## src/rtl/prbs_err_monitor.sv

```systemverilog
// PRBS error monitor: drives the checker enable, flushes its pipeline, acquires lock
// on a clean run and counts error cycles over a programmable measurement window.
module prbs_err_monitor #(
  parameter int unsigned LOCK_CNT   = 16,
  parameter int unsigned UNLOCK_CNT = 4,
  parameter int unsigned SYNC_TO    = 1024,
  parameter int unsigned WIN_WIDTH  = 16,
  parameter int unsigned CNT_WIDTH  = 16
) (
  input  logic                 clk_i,
  input  logic                 resetn_i,
  input  logic                 start_i,
  input  logic                 abort_i,
  input  logic [WIN_WIDTH-1:0] win_len_i,
  input  logic                 prbs_chk_error_i,
  output logic                 prbs_en_o,
  output logic                 busy_o,
  output logic                 locked_o,
  output logic [CNT_WIDTH-1:0] err_cnt_o,
  output logic                 done_o,
  output logic                 pass_o,
  output logic                 sync_fail_o
);

  typedef enum logic [2:0] {StIdle, StFlush, StSync, StMeasure, StDone} state_e;

  localparam logic [7:0]  LockTgt   = 8'(LOCK_CNT);
  localparam logic [7:0]  UnlockTgt = 8'(UNLOCK_CNT);
  localparam logic [15:0] SyncTgt   = 16'(SYNC_TO);

  state_e               state_q, state_d;
  logic [1:0]           flushCnt_q, flushCnt_d;
  logic [7:0]           cleanCnt_q, cleanCnt_d;
  logic [7:0]           errRun_q, errRun_d;
  logic [15:0]          syncCnt_q, syncCnt_d;
  logic [WIN_WIDTH-1:0] winCnt_q, winCnt_d;
  logic [WIN_WIDTH-1:0] winLen_q, winLen_d;
  logic [CNT_WIDTH-1:0] errCnt_q, errCnt_d;
  logic                 locked_q, locked_d;
  logic                 pass_q, pass_d;
  logic                 syncFail_q, syncFail_d;
  logic                 busy_q, busy_d;
  logic                 prbsEn_q, prbsEn_d;
  logic                 done_q, done_d;

  always_comb begin
    state_d    = state_q;
    flushCnt_d = flushCnt_q;
    cleanCnt_d = cleanCnt_q;
    errRun_d   = errRun_q;
    syncCnt_d  = syncCnt_q;
    winCnt_d   = winCnt_q;
    winLen_d   = winLen_q;
    errCnt_d   = errCnt_q;
    locked_d   = locked_q;
    pass_d     = pass_q;
    syncFail_d = syncFail_q;

    unique case (state_q)
      StIdle: begin
        if (start_i) begin
          state_d    = StFlush;
          winLen_d   = (win_len_i == '0) ? WIN_WIDTH'(1) : win_len_i;
          flushCnt_d = '0;
          cleanCnt_d = '0;
          errRun_d   = '0;
          syncCnt_d  = '0;
          winCnt_d   = '0;
          errCnt_d   = '0;
          locked_d   = 1'b0;
          pass_d     = 1'b0;
          syncFail_d = 1'b0;
        end
      end
      // The checker flag is meaningless here: it starts high and lags data by two cycles.
      StFlush: begin
        flushCnt_d = flushCnt_q + 2'd1;
        if (flushCnt_q == 2'd2) state_d = StSync;
      end
      StSync: begin
        cleanCnt_d = prbs_chk_error_i ? 8'd0 : cleanCnt_q + 8'd1;
        syncCnt_d  = syncCnt_q + 16'd1;
        if (!prbs_chk_error_i && (cleanCnt_q + 8'd1 == LockTgt)) begin
          locked_d = 1'b1;
          state_d  = StMeasure;
        end else if (syncCnt_q + 16'd1 == SyncTgt) begin
          syncFail_d = 1'b1;
          state_d    = StDone;
        end
      end
      StMeasure: begin
        if (prbs_chk_error_i) begin
          if (errCnt_q != '1) errCnt_d = errCnt_q + CNT_WIDTH'(1);
          if (errRun_q != UnlockTgt) errRun_d = errRun_q + 8'd1;
          if (errRun_d == UnlockTgt) locked_d = 1'b0;
        end else begin
          errRun_d = '0;
        end
        winCnt_d = winCnt_q + WIN_WIDTH'(1);
        if (winCnt_q + WIN_WIDTH'(1) == winLen_q) state_d = StDone;
      end
      StDone: state_d = StIdle;
      default: state_d = StIdle;
    endcase

    // Abort freezes the reported results exactly as they stood when it was seen.
    if (abort_i) begin
      state_d    = StIdle;
      errCnt_d   = errCnt_q;
      locked_d   = locked_q;
      pass_d     = pass_q;
      syncFail_d = syncFail_q;
    end

    if (state_d == StDone && state_q != StDone)
      pass_d = locked_d && (errCnt_d == '0) && !syncFail_d;

    busy_d   = (state_d != StIdle);
    prbsEn_d = (state_d == StFlush) || (state_d == StSync) || (state_d == StMeasure);
    done_d   = (state_d == StDone);
  end

  always_ff @(posedge clk_i or negedge resetn_i) begin
    if (!resetn_i) begin
      state_q    <= StIdle;
      flushCnt_q <= '0;
      cleanCnt_q <= '0;
      errRun_q   <= '0;
      syncCnt_q  <= '0;
      winCnt_q   <= '0;
      winLen_q   <= '0;
      errCnt_q   <= '0;
      locked_q   <= 1'b0;
      pass_q     <= 1'b0;
      syncFail_q <= 1'b0;
      busy_q     <= 1'b0;
      prbsEn_q   <= 1'b0;
      done_q     <= 1'b0;
    end else begin
      state_q    <= state_d;
      flushCnt_q <= flushCnt_d;
      cleanCnt_q <= cleanCnt_d;
      errRun_q   <= errRun_d;
      syncCnt_q  <= syncCnt_d;
      winCnt_q   <= winCnt_d;
      winLen_q   <= winLen_d;
      errCnt_q   <= errCnt_d;
      locked_q   <= locked_d;
      pass_q     <= pass_d;
      syncFail_q <= syncFail_d;
      busy_q     <= busy_d;
      prbsEn_q   <= prbsEn_d;
      done_q     <= done_d;
    end
  end

  assign prbs_en_o   = prbsEn_q;
  assign busy_o      = busy_q;
  assign locked_o    = locked_q;
  assign err_cnt_o   = errCnt_q;
  assign done_o      = done_q;
  assign pass_o      = pass_q;
  assign sync_fail_o = syncFail_q;

endmodule

```

## config.mk

```make
export PLATFORM = sky130hd
export DESIGN_NAME = prbs_err_monitor
export DESIGN_NICKNAME = d
export VERILOG_FILES = /design/src/rtl/prbs_err_monitor.sv
export SDC_FILE = /design/constraint.sdc
export NUM_CORES = 1
export LEC_CHECK = 0
export ABC_AREA = 1
export BUFFER_PORTS_ARGS = -buffer_cell sky130_fd_sc_hd__buf_2
export CAP_MARGIN = 20
export CORE_MARGIN = 2
export CORE_UTILIZATION = 35
export DETAILED_ROUTE_END_ITERATION = 10
export PLACE_DENSITY_LB_ADDON = 0.2
export SYNTH_ARGS = -nofsm -noshare
export SYNTH_HDL_FRONTEND = slang
export SYNTH_SLANG_ARGS = --single-unit
```

## constraint.sdc

```tcl
create_clock -name clk_i -period 5.15 [get_ports clk_i]
set_input_delay 0.515 -clock clk_i [delete_from_list [all_inputs] [get_ports clk_i]]
set_output_delay 0.515 -clock clk_i [all_outputs]
set_load 0.01 [all_outputs]
```

# After elaboration in Yosys (flattened, before gate mapping)
# Index checks and enable logic that the tools add are counted.
[word_totals] ff_bits=91 latchBits=0 mem_bits_rw=0 rom_bits=0 input_bits=21 output_inout_bits=22 word_cells=100 n_memories=0
[classes] n_addsub=6 multipliers=0 div=0 order_cmp=0 eq_ne=17 n_shift=0 mux=41 bitwise=0 n_reduce_logical=22
[op_table] operator="16-bit 2-to-1 mux" n=6
[op_table] operator="16-bit case mux with 2 select lines" n=3
[op_table] operator="16-bit by 1-bit adder with 16-bit output (second input constant)" n=3
[op_table] operator="8-bit 2-to-1 mux" n=6
[op_table] operator="16-bit logical NOT" n=2
[op_table] operator="8-bit case mux with 2 select lines" n=2
[op_table] operator="3-bit 2-to-1 mux" n=6
[op_table] operator="8-bit by 1-bit adder with 8-bit output (second input constant)" n=2
[op_table] operator="16-bit by 11-bit == test with 1-bit output (second input constant)" n=1
[op_table] operator="16-bit == test" n=1
[op_table] operator="16-bit inequality test (second input constant)" n=1
[op_table] operator="1-bit 2-to-1 mux" n=13
[op_table] operator="3-bit by 2-bit == test with 1-bit output (second input constant)" n=4
[op_table] operator="3-bit case mux with 4 select lines" n=1
[op_table] operator="2-bit nonzero test" n=5
[op_table] operator="8-bit by 3-bit == test with 1-bit output (second input constant)" n=1
[op_table] operator="8-bit by 5-bit == test with 1-bit output (second input constant)" n=1
[op_table] operator="8-bit by 3-bit inequality test with 1-bit output (second input constant)" n=1
[op_table] operator="2-bit AND reduction" n=4
[op_table] operator="3-bit by 1-bit == test with 1-bit output (second input constant)" n=2
[op_table] operator="1-bit logical AND" n=4
[op_table] operator="2-bit case mux with 2 select lines" n=1
[op_table] operator="3-bit == test (second input constant)" n=1
[op_table] operator="3-bit logical NOT" n=1
[op_table] operator="12 further kinds" n=14

# Longest topological paths before layout
[logic_depth] ltp_word=12 depth_mapped=19 ltp_nobuf=19

# Least setup slack after synthesis
# OpenSTA, ideal clock, no wires.
[synth_path] path_kind="reg-to-reg" startpoint="reg errCnt_q[0] (netlist: err_cnt_o[0])" endpoint="reg pass_q (netlist: pass_o)" setup_ns=0.065 arrival_ns=1.993 t_required_ns=5.085 path_slack_ns=3.092 path_stages_with_launch=20 n_path_buf=1 synth_period_minus_slack_ns=2.058 path_cell_list="dfrtp_1 > ha_1 > buf_2 > inv_1 > nor2_4 > nand2_2 > inv_1 > nand2_2 > nand3_1 > nand3_2 > nand2_2 > nand2_2 > nand2_2 > nor2_1 > nand2_1 > nor2_1 > nand3_1 > nor2_1 > nand3_1 > nand2_1"
[synth_via] elab_chain_len=9 elab_cells_between_ends=11 cone_classes="add/sub (1); eq/ne (1); mux (6); reduce/logical (3)"
[synth_lines] item="start: declaration" line_no="38" rtl="logic [CNT_WIDTH-1:0] errCnt_q, errCnt_d;"
[synth_lines] item="start signal: assignment" line_no="147" rtl="errCnt_q <= errCnt_d;"
[synth_lines] item="16-bit by 1-bit adder with 16-bit output / 16-bit inequality test (equally long branches)" line_no="93" rtl="if (errCnt_q != '1) errCnt_d = errCnt_q + CNT_WIDTH'(1);"
[synth_lines] item="16-bit 2-to-1 mux (*)" line_no="93"
[synth_lines] item="16-bit 2-to-1 mux (*)" line_no="92" rtl="if (prbs_chk_error_i) begin"
[synth_lines] item="16-bit case mux with 2 select lines (*)" line_no="59" rtl="unique case (state_q)"
[synth_lines] item="16-bit 2-to-1 mux (*)" line_no="107" rtl="if (abort_i) begin"
[synth_lines] item="named net errCnt_d[7]" line_no="38"
[synth_lines] item="16-bit logical NOT (*)" line_no="116" rtl="pass_d = locked_d && (errCnt_d == '0) && !syncFail_d;"
[synth_lines] item="1-bit logical AND (*) (2 in a row)" line_no="116"
[synth_lines] item="1-bit 2-to-1 mux (*)" line_no="115" rtl="if (state_d == StDone && state_q != StDone)"
[synth_lines] item="end signal: assignment" line_no="149" rtl="pass_q <= pass_d;"
[synth_lines] item="end: declaration" line_no="40" rtl="logic pass_q, pass_d;"
# The timed path passes the listed nets; every way through them passes the cells marked *.
# A chain may end at the register's enable or synchronous reset.

# Final worst setup path
[layout_path] startpoint="reg state_q[0]" endpoint="reg syncCnt_q[15]"
[layout_via] elab_chain_len=3 elab_cells_between_ends=6 cone_classes="eq/ne (2); mux (1); reduce/logical (3)"
[layout_lines] item="start: declaration" line_no="31" rtl="state_e state_q, state_d;"
[layout_lines] item="start signal: assignment" line_no="125" rtl="state_q <= StIdle;"
[layout_lines] item="start signal: assignment" line_no="140" rtl="state_q <= state_d;"
[layout_lines] item="3-bit by 2-bit == test with 1-bit output / 3-bit logical NOT (equally long branches)" line_no="59"
[layout_lines] item="2-bit nonzero test (no line) / 2-bit inequality test (equally long branches)"
[layout_lines] item="2-bit AND reduction (no line)"
[layout_lines] item="end signal: assignment" line_no="144" rtl="syncCnt_q <= syncCnt_d;"
[layout_lines] item="end: declaration" line_no="35" rtl="logic [15:0] syncCnt_q, syncCnt_d;"
# Parallel ways exist; a longest one is shown, timed or not.

==> metrics <==
Post-synth EDFFs=0; Max IR drop VDD=0.208 mV; Initial Utilization=35.5%; clk sinks=91; Setup Buffers After CTS=0; clk slew on worst S/H paths=0.07 ns; max cap viols=0; clock buffer depth=2; gr ovfl total=0; die area=18500 µm²; RSZ-0062 raised after global routing=false; DR DRC count=0; Area Growth Syn to Fin=12.6%; minimum clock period after layout=2.77 ns; Num CTS Buffers=9; max-slew violations=0; vias in the first global route=5239; register area share after synthesis=37.4%; H-Tree Depth=3; commonest cells after routing, fill and taps aside=nand2_1, inv_1, dfrtp_1; worst setup path class=reg -> reg; post-CTS sizing=0; Setup TNS Final=0 ns; Pwr Total=1.97 mW; final hold slack=0.237 ns; slew margin rel.=35.6%; max incr delay on CP=0.75 ns; worst min path class=in -> async; Worst Setup Start Kind=flop; Ys Warns=0; register area=2280 µm²; Slew @ Worst Pin=0.962 ns; Vias=5624; post-synthesis async set-or-reset flop share=100%; TritonCTS clock tree=built; routability cong.=0.814; footprint of the multi-input gates=3270 µm²; leak pwr=3.37 nW; fin crit share=53.7%; endpoints failing hold=0; DR vias/cell=4.90; NumNets Final=946; Placeable Area=17200 µm²; DR WL/cell=14.0 µm; distinct cell type count after synthesis=42; Detailed Routing Iterations Pass 1=5; Buffers on Ports=42; dominant synthesized flop cell=dfrtp_1; Mapped Nets=912; Power Density=288 nW/µm²; worst endpoint data arrival time=3.03 ns; Critical Path Start=state_q[0]; worst skew pair latency=0.35 ns; I/O pin count=43; Routed WL=16000 µm; most common cell after layout, fill and taps aside=nand2_1; Mapped Area=6090 µm²; setup violators final=0; total track usage=18.4%; CP Data Required Time=5.41 ns; f_max=362 MHz; largest net degree at the start of global routing=60; hold-fix buffers at CTS=0; DRT iter0 DRCs=487; layout cells sized above 1=12.3%; Avg Cell Area, Syn=6.90 µm²; antenna-violating nets left=0; Final Skew=0.00845 ns; wire length of the first global-routing pass=26800 µm; crit path capture type=flop; worst-path cell chain=nor2_1 > nand2_1 > nor2_1 > inv_1 > o21ai_1 > inv_1 > o22ai_1; clock tree root driver cell=clkbuf_16; Slowest-stage cell, CP=nor2_1; std cell rows=48; status=complete, no violations; post-detail-place hpwl=11600 µm; cell count after synthesis=882; Buf+Inv Stages, Crit Path=2; post-synthesis register bit count=91; # fillers=1845; initial antenna violation count=1; Vert. Die Dim=136 µm; worst-path fanout max=17; Critical R2R Launch=state_q[0]; CP top delay family=simple AND/OR/NAND/NOR gates; die span in x=136 µm
through the flow:
stage | cell area (µm²) | util, % | worst slack (ns) | instances
after floorplan | 6090 | - | 3.09 | 882
after global placement | 6500 | 37.8 | 2.40 | 1130
after detailed placement | 6500 | 37.8 | 2.33 | 1130
after CTS | 6850 | 39.9 | 2.38 | 1146
after global routing | 6850 | 39.9 | 1.90 | 1146
final | 6850 | 39.9 | 2.38 | 1147
Yosys cell counts, types with 3 or more instances:
master / number / area share, %
nand2_1: 286 / 18
inv_1: 108 / 6.7
dfrtp_1: 91 / 37
nand3_1: 82 / 6.7
nor2_1: 69 / 4.3
o21ai_0: 37 / 3.0
nand4_1: 28 / 2.9
o22ai_1: 26 / 2.7
nand2_2: 14 / 1.4
xor2_1: 14 / 2.0
clkbuf_1: 11 / 0.68
buf_2: 9 / 0.74
ha_1: 9 / 1.8
nor2_4: 9 / 1.7
nor2_2: 8 / 0.82
a21oi_1: 7 / 0.58
inv_2: 7 / 0.43
nand3b_1: 7 / 0.86
nor3_1: 7 / 0.58
nor4_1: 6 / 0.62
o21ai_1: 6 / 0.49
xnor2_1: 6 / 0.86
a21boi_1: 3 / 0.37
a21boi_2: 3 / 0.55
nand3_2: 3 / 0.49
nor3_2: 3 / 0.49
o211ai_1: 3 / 0.37
worst paths after layout:
check | endpoint | cells after the start | slack (ns)
min reg2reg | flushCnt_q[0] | 1 | 0.50
max reg2reg | syncCnt_q[15] | 7 | 2.38
min | winLen_q[13] | 1 | 0.24
min in group clk_i | winLen_q[5] | 3 | 0.38
max | syncCnt_q[15] | 7 | 2.38
max in group asynchronous | cleanCnt_q[1] | 2 | 3.96
layer usage:
layer  up-vias  routed length (µm)  GRT usage [%]
met3        20                 714           3.69
met5         -                   0              0
met2       129                6950           27.4
li1       2923                   -              -
met4         0                 239           5.21
met1      2552                8100           27.0
layout make-up:
cell class | instances | area share (%)
clock buffers | 11 | 3.54
inverters | 116 | 6.35
diodes | 1 | 0.0365
repair buffers | 45 | 3.43
well taps | 225 | 4.11
flip-flops and latches | 91 | 33.2
multi-input cells | 653 | 47.7
clock inverters | 5 | 1.59
worst reg2reg max path, delay by kind of cell (launching register included):
| kind | cells | cell delay (ns) |
|---|---|---|
| AOI/OAI and AO/OA | 2 | 0.64 |
| buffers and inverters | 2 | 0.67 |
| DFF | 1 | 0.40 |
| and+or+nand+nor | 3 | 0.98 |
sequential cells by signal, indices dropped and copies added, names as in the netlist:
signal,count
err_cnt_o,16
syncCnt_q,16
winCnt_q,16
winLen_q,16
cleanCnt_q,8
errRun_q,8
state_q,3
flushCnt_q,2
busy_o,1
done_o,1
locked_o,1
pass_o,1
prbs_en_o,1
sync_fail_o,1
kinds of logic after synthesis:
kind of cell    Yosys count  share of synthesized area (%)
fa+ha+maj                 9                           1.85
compound gates           94                           9.27
xor+xnor                 21                           3.25
buf+inv                 138                           8.94
flops                    91                           37.4
simple gates            529                           39.3
where the power goes:
part | switching, mW | total (mW) | leakage, nW | internal, mW
sequential | 0.0585 | 0.834 | 1.23 | 0.775
combinational | 0.238 | 0.352 | 1.97 | 0.114
clock | 0.295 | 0.786 | 0.168 | 0.491
(Power assumes the default switching activity.)
